===== config.mk =====
export PLATFORM = sky130hd
export DESIGN_NAME = clock_ratio_detector
export DESIGN_NICKNAME = d
export VERILOG_FILES = /design/src/rtl/clock_ratio_detector.sv
export SDC_FILE = /design/constraint.sdc
export NUM_CORES = 1
export LEC_CHECK = 0
export CAP_MARGIN = 10
export CORE_AREA = 2 2 77 79
export DETAILED_ROUTE_END_ITERATION = 8
export DIE_AREA = 0 0 79 81
export PLACE_DENSITY = 0.52
export SLEW_MARGIN = 30
export SYNTH_ARGS = -nofsm -noshare
export SYNTH_HDL_FRONTEND = slang
export SYNTH_SLANG_ARGS = --single-unit
export TNS_END_PERCENT = 30

===== constraint.sdc =====
create_clock -name Clk -period 2.6 [get_ports Clk]
set_clock_uncertainty 0.2 [all_clocks]
set_input_delay 0.78 -clock Clk [delete_from_list [all_inputs] [get_ports Clk]]
set_output_delay 0.78 -clock Clk [all_outputs]
set_load 0.03 [all_outputs]

===== src/rtl/clock_ratio_detector.sv =====
// Measures the rising-to-rising period of Din in Clk cycles, classifies it as /2, /4, /8 or /16 and tracks lock and stall timeout.
// Latency 2 cycles from the sampled Din edge, no backpressure; CRD_DUTY_CHECK_EN adds a 50% high-time check to classification.
module clock_ratio_detector #(
    parameter int CNT_W    = 8,
    parameter int LOCK_CNT = 4
) (
    input  logic             Clk,
    input  logic             Rst,
    input  logic             Din,
    input  logic             En,
    output logic [CNT_W-1:0] Period,
    output logic [2:0]       Ratio,
    output logic             Valid,
    output logic             Locked,
    output logic             Timeout
);

    localparam int               MW        = $clog2(LOCK_CNT + 1);
    localparam logic [CNT_W-1:0] CNT_MAX   = '1;
    localparam logic [MW-1:0]    MATCH_MAX = MW'(LOCK_CNT);

    typedef enum logic [1:0] {S_IDLE, S_ARM, S_MEASURE} state_t;

    state_t           r_state;
    state_t           w_state_nxt;
    logic             r_s1;
    logic             r_s2;
    logic             r_sp;
    logic             w_rise;
    logic [CNT_W-1:0] r_cnt;
    logic [MW-1:0]    r_match;
    logic [MW-1:0]    w_match_nxt;
    logic [CNT_W-1:0] r_period;
    logic [2:0]       r_ratio;
    logic [2:0]       w_code;
    logic             r_valid;
    logic             r_locked;
    logic             r_timeout;
    logic             w_arm_edge;
    logic             w_meas_edge;
    logic             w_sat;
`ifdef CRD_DUTY_CHECK_EN
    logic [CNT_W-1:0] r_hi;
`endif

    always_ff @(posedge Clk or negedge Rst) begin
        if (!Rst) begin
            r_s1 <= 1'b0;
            r_s2 <= 1'b0;
            r_sp <= 1'b0;
        end else begin
            r_s1 <= Din;
            r_s2 <= r_s1;
            r_sp <= r_s2;
        end
    end

    assign w_rise = r_s2 & ~r_sp;

    always_ff @(posedge Clk or negedge Rst) begin
        if (!Rst) r_state <= S_IDLE;
        else      r_state <= w_state_nxt;
    end

    always_comb begin
        w_state_nxt = r_state;
        if (!En) begin
            w_state_nxt = S_IDLE;
        end else begin
            case (r_state)
                S_IDLE:    w_state_nxt = S_ARM;
                S_ARM:     if (w_rise) w_state_nxt = S_MEASURE;
                S_MEASURE: if (w_sat)  w_state_nxt = S_ARM;
                default:   w_state_nxt = S_IDLE;
            endcase
        end
    end

    // A rise always wins over saturation, so a full-scale period is still reported.
    always_comb begin
        w_arm_edge  = En && (r_state == S_ARM) && w_rise;
        w_meas_edge = En && (r_state == S_MEASURE) && w_rise;
        w_sat       = En && (r_state == S_MEASURE) && !w_rise && (r_cnt == CNT_MAX);
    end

    always_comb begin
        w_code = 3'd0;
        case (r_cnt)
            CNT_W'(2):  w_code = 3'd1;
            CNT_W'(4):  w_code = 3'd2;
            CNT_W'(8):  w_code = 3'd3;
            CNT_W'(16): w_code = 3'd4;
            default:    w_code = 3'd0;
        endcase
`ifdef CRD_DUTY_CHECK_EN
        if (r_hi != (r_cnt >> 1)) w_code = 3'd0;
`endif
    end

    // The previously reported Ratio doubles as the code history for lock matching.
    always_comb begin
        w_match_nxt = '0;
        if (w_code == 3'd0)          w_match_nxt = '0;
        else if (w_code != r_ratio)  w_match_nxt = MW'(1);
        else if (r_match == MATCH_MAX) w_match_nxt = r_match;
        else                         w_match_nxt = r_match + MW'(1);
    end

    always_ff @(posedge Clk or negedge Rst) begin
        if (!Rst) begin
            r_cnt     <= '0;
            r_match   <= '0;
            r_period  <= '0;
            r_ratio   <= 3'd0;
            r_valid   <= 1'b0;
            r_locked  <= 1'b0;
            r_timeout <= 1'b0;
`ifdef CRD_DUTY_CHECK_EN
            r_hi      <= '0;
`endif
        end else begin
            r_valid   <= 1'b0;
            r_timeout <= 1'b0;
            if (!En) begin
                r_cnt    <= '0;
                r_match  <= '0;
                r_ratio  <= 3'd0;
                r_locked <= 1'b0;
            end else if (w_arm_edge) begin
                r_cnt <= CNT_W'(1);
`ifdef CRD_DUTY_CHECK_EN
                r_hi  <= CNT_W'(1);
`endif
            end else if (w_meas_edge) begin
                r_period <= r_cnt;
                r_valid  <= 1'b1;
                r_ratio  <= w_code;
                r_match  <= w_match_nxt;
                r_locked <= (w_match_nxt == MATCH_MAX);
                r_cnt    <= CNT_W'(1);
`ifdef CRD_DUTY_CHECK_EN
                r_hi     <= CNT_W'(1);
`endif
            end else if (w_sat) begin
                r_timeout <= 1'b1;
                r_locked  <= 1'b0;
                r_ratio   <= 3'd0;
                r_match   <= '0;
                r_cnt     <= '0;
            end else if (r_state == S_MEASURE) begin
                r_cnt <= r_cnt + CNT_W'(1);
`ifdef CRD_DUTY_CHECK_EN
                r_hi  <= r_hi + CNT_W'(r_s2);
`endif
            end
        end
    end

    assign Period  = r_period;
    assign Ratio   = r_ratio;
    assign Valid   = r_valid;
    assign Locked  = r_locked;
    assign Timeout = r_timeout;

endmodule


==> impl_metrics.toml, run 1 <==
[worst_setup_path]
path_class = "reg2out"
slowest_stage = "clkdlybuf4s50_1"
cp_data_arrival_time_ps = 1430
critPathMaxFanout = 5
critPathBufInv = 1
endpoint_kind = "output pin"
critPathRequiredTime_ps = 1620
path_delay_family = "buffers and inverters"
cp-start-kind = "flip-flop"
path_cells = "clkdlybuf4s50_1"
slowest_delay_ps = 700

[clock_network]
clockBufferDepth = 2
cts_tree = "yes"
cts_setup_buffers = 0
clk_latency_ps = 280
clkTransAtPathRegs_ps = 70
cts_inserted_buffers = 5
root_buffer = "clkbuf_8"
cts_resized = 0
postCtsHoldBufs = 0
cts_max_level = 2
cts_sinks = 30

[synthesis]
yosysUniqueCellTypes = 44
synth_most_common_cell = "dfrtp_1"
synth_top_area_frac = 0.467
synthFlopType = "dfrtp_1"
synth_edf_count = 0
netlist_top_cells_area = "dfrtp_1 (47%), mux2_2 (4.2%), ha_1 (3.9%)"
seq_area_frac_synth = 0.467
synthesis.nets = 159
syn_avg_cell_area_um2 = 10.7
ys_top_cells_by_count = "dfrtp_1 (30), nand2_1 (13), nor2_1 (9)"
synthArstFlopShare = 1.00
yosysWarnings = 0
synthCells = 150
synth-seq-cells = 30
synth_top_cell_by_area = "dfrtp_1"
synth_area_um2 = 1610

[flow_run]
drv_cap = 0

[grt]
met2_usage = 0.204
met1_usage = 0.151
grt_antenna_before_repair = 0
grt_start_max_net_pins = 31
grt-busiest-layer = "met2"
grt_pass1_wl_um = 6030
grt_use_met3 = 0.0344
track_usage = 0.123
grt_pass1_vias = 1236
gr-total-overflow = 0

[worst_hold_path]
hp-class = "reg2reg"

[die]
fp.dieH_um = 81
design.core.area_um2 = 5680
fp.dieW_um = 79
dieArea_um2 = 6400
io_pins = 18
start_util = 0.283
rows = 28

[detailed_routing]
drc = 0
wl_um = 3480
vias = 1221
firstDrtPassIters = 4
viasPerCell = 4.90
dr.first_iter.drc_count = 71
avgRoutedWirePerCell_um = 14.0
ant_nets = 0

[layout]
layout.cells.non_filler = 249
antenna_cells = 0
drive_gt1_frac = 0.144
area_growth_pct = 25.4
nets = 182

[sta]
finalSetupViolCount = 0
holdWs_ps = 155
hold_viol = 0
min_period_ps = 2410
slew_viol_final = 0
relSlewSlack = 0.658
rsz0062_at_grt = "no"
tns_ps = 0
tightest_slew_ps = 509
setup_ws_ps = 194
max_clock_freq_mhz = 416
fin_crit_sh = 0.925

[place]
gp_congestion = 0.896
port_buffers = 17
dp_hpwl_um = 2520
dp_cells = 241
dp_slack_ps = 190

[outcome]
status = "completed"

[power_and_ir_drop]
p_leak_nw = 0.856
peakVddDrop_mv = 0.368
pwr_density_cell_nw_per_um2 = 562
power by group:
| group | internal (mW) | switching (mW) | total, mW |
|---|---|---|---|
| sequential | 0.473 | 0.00629 | 0.480 |
| combinational | 0.0260 | 0.0352 | 0.0612 |
| clock | 0.409 | 0.184 | 0.593 |
| total | 0.908 | 0.225 | 1.13 |
layout make-up:
class	count	area, um^2
clock inverter	2	60.1
tap	75	93.8
clock buffer	6	82.6
sequential	30	751
timing repair buffer	21	200
multi-input combinational	109	807
fill	575	3660
inverter	6	22.5
kinds of logic after synthesis:
group,synth area share
buffers and inverters,0.0311
AND/OR/NAND/NOR,0.221
flip-flops,0.467
adder cells (fa/ha/maj),0.0389
XOR/XNOR,0.0490
AO/OA/AOI/OAI,0.145
multiplexers,0.0482
cells in the final DEF, fill, tap and decap left out, drive strengths merged, types with 5 or more instances in the layout:
master	instances
clkbuf	6
inv	6
xor2	6
nand2	13
ha	5
clkdlybuf4s50	17
nand3	6
nor2	9
nor2b	6
dfrtp	30
mux2	6
o21ai	6
sequential cells by signal (all words and copies together), names as in the netlist:
register	flops
r_s1	1
Valid	1
Locked	1
Ratio	3
Period	8
r_match	3
r_s2	1
Timeout	1
r_sp	1
r_state	2
r_cnt	8
worst paths after layout:
check                      startpoint          to  slack, ps  cells past startpoint
min in group asynchronous         Rst    Ratio[2]        680                      2
hold reg to reg                  r_s1        r_s2        150                      0
setup reg to reg             r_cnt[0]  r_match[2]        270                      7
setup / recovery             Ratio[2]    Ratio[2]        190                      1
max in group asynchronous         Rst        r_sp       1240                      2
hold / removal                   r_s1        r_s2        150                      0
routing by layer:
layer	wire, um	up-vias
li1	-	586
met3	166	6
met5	0	-
met1	1600	596
met2	1650	33
met4	62	0
stage by stage:
stage	power (mW)	utilization	instance area, um^2
finish	1.13	0.355	2020
global route	1.18	0.355	2020
CTS	1.15	0.355	2020
detailed placement	0.551	0.330	1870
global placement	0.550	0.330	1870
floorplan	0.521	-	1610
No activity file was read; power rests on OpenSTA's default activity.
==> run 2: changes to the inputs <==
Clock period 2.6 ns to 2.71 ns, I/O delays scaled along.
==> run 2 against run 1 <==
Against the previous run:
- sequential share of layout area rose by 0.90 points
- clock power fell by 37%
- global-route usage fell by 0.25 points
- combinational power fell by 4.2%
- critical endpoint unchanged
- largest power group is now registers
==> impl_metrics.toml, run 2 (synthesis gave the netlist of run 1 again) <==
[grt]
grt_antenna_before_repair = 0
gr-total-overflow = 0
grt_pass1_vias = 1205
grt_start_max_net_pins = 31
track_usage = 0.121
grt_pass1_wl_um = 5940

[place]
dp_cells = 241
place_area_um2 = 1870
gp_congestion = 0.896
dp_slack_ps = 266
dp_hpwl_um = 2470
port_buffers = 17

[layout]
layout.cells.non_filler = 249
stdcell_area_um2 = 1970
antenna_cells = 0
layout_commonest_cell = "dfrtp_1"
final_cell_mix = "dfrtp_1 (30), clkdlybuf4s50_1 (17), nand2_1 (13), nor2_1 (9)"
drive_gt1_frac = 0.144
nets = 182
area_growth_pct = 22.5
fin_util = 0.347

[power_and_ir_drop]
p_total_uw = 892
pwr-share-seq = 0.516
sw_frac_of_total = 0.234
switchingPower_uw = 209
peakVddDrop_mv = 0.243
p_clk_frac = 0.418
intPower_uw = 683
p_leak_nw = 0.831
p_comb_frac = 0.066
pwr_density_cell_nw_per_um2 = 453

[worst_setup_path]
timing.rr.start = "r_cnt[0]"
critPathBufInv = 1
slowest_delay_ps = 700
path_cells = "clkdlybuf4s50_1"
reg2reg_slack_ps = 400
slowest_stage = "clkdlybuf4s50_1"
path_delay_family = "buffers and inverters"
cp-start-kind = "flip-flop"
critPathMaxFanout = 5
path_class = "reg2out"
worstRegToRegCells = 7
r2r-end = "r_match[2]"
critPathRequiredTime_ps = 1700
worstSetupPathDepth = 1
endpoint_kind = "output pin"
cp_data_arrival_time_ps = 1400

[die]
fp.dieH_um = 81
start_util = 0.283
fp.dieW_um = 79
rows = 28
dieArea_um2 = 6400
io_pins = 18
design.core.area_um2 = 5680

[flow_run]
drv_cap = 0

[detailed_routing]
viasPerCell = 4.90
wl_um = 3360
vias = 1221
ant_nets = 0
firstDrtPassIters = 4
avgRoutedWirePerCell_um = 13.5
dr.first_iter.drc_count = 103
drc = 0

[sta]
tns_ps = 0
hold_viol = 0
relSlewSlack = 0.659
holdWs_ps = 157
setup_ws_ps = 297
max_clock_freq_mhz = 414
min_period_ps = 2410
rsz0062_at_grt = "no"
fin_crit_sh = 0.890
slew_viol_final = 0
tightest_slew_ps = 507
finalSetupViolCount = 0

[clock_network]
clk_latency_ps = 280
clockBufferDepth = 2
cts_setup_buffers = 0
cts_tree = "yes"
cts_sinks = 30
root_buffer = "clkbuf_8"
cts_resized = 0
cts_max_level = 2
clkTransAtPathRegs_ps = 70
postCtsHoldBufs = 0
cts_inserted_buffers = 5

[worst_hold_path]
min_to = "r_s2"
min_from = "r_s1"
hp-class = "reg2reg"
hold_path_depth = 0

[outcome]
status = "completed"
run 2: how the worst max path moves through the flow:
stage	start	end	slack (ps)
after floorplan	r_cnt[0]	r_match[2]	740
after global placement	En	r_state[0]	280
after detailed placement	En	r_match[2]	270
after CTS	Ratio[1]	Ratio[1]	280
after global routing	r_cnt[0]	r_match[0]	210
final	Ratio[2]	Ratio[2]	300
run 2: power groups by stage:
stage               sequential (mW)  clock (mW)  combinational, mW
CTS                           0.460       0.381             0.0599
floorplan                     0.469           0             0.0313
finish                        0.460       0.373             0.0586
detailed placement            0.469           0             0.0597
global placement              0.468           0             0.0590
global route                  0.461       0.413             0.0661
run 2: cell type report:
class | instances | area [um^2]
multi-input cells | 109 | 807
clock inverters | 2 | 12.5
repair buffers | 21 | 200
inverters | 6 | 22.5
well taps | 75 | 93.8
clock buffers | 6 | 82.6
flip-flops and latches | 30 | 751
fillers | 586 | 3710
run 2: layer usage:
| layer | share of wire | vias to the layer above | track usage |
|---|---|---|---|
| li1 | - | 584 | - |
| met1 | 0.48 | 590 | 0.155 |
| met2 | 0.46 | 38 | 0.192 |
| met3 | 0.044 | 9 | 0.0433 |
| met4 | 0.016 | 0 | 0.0362 |
| met5 | 0 | - | 0 |
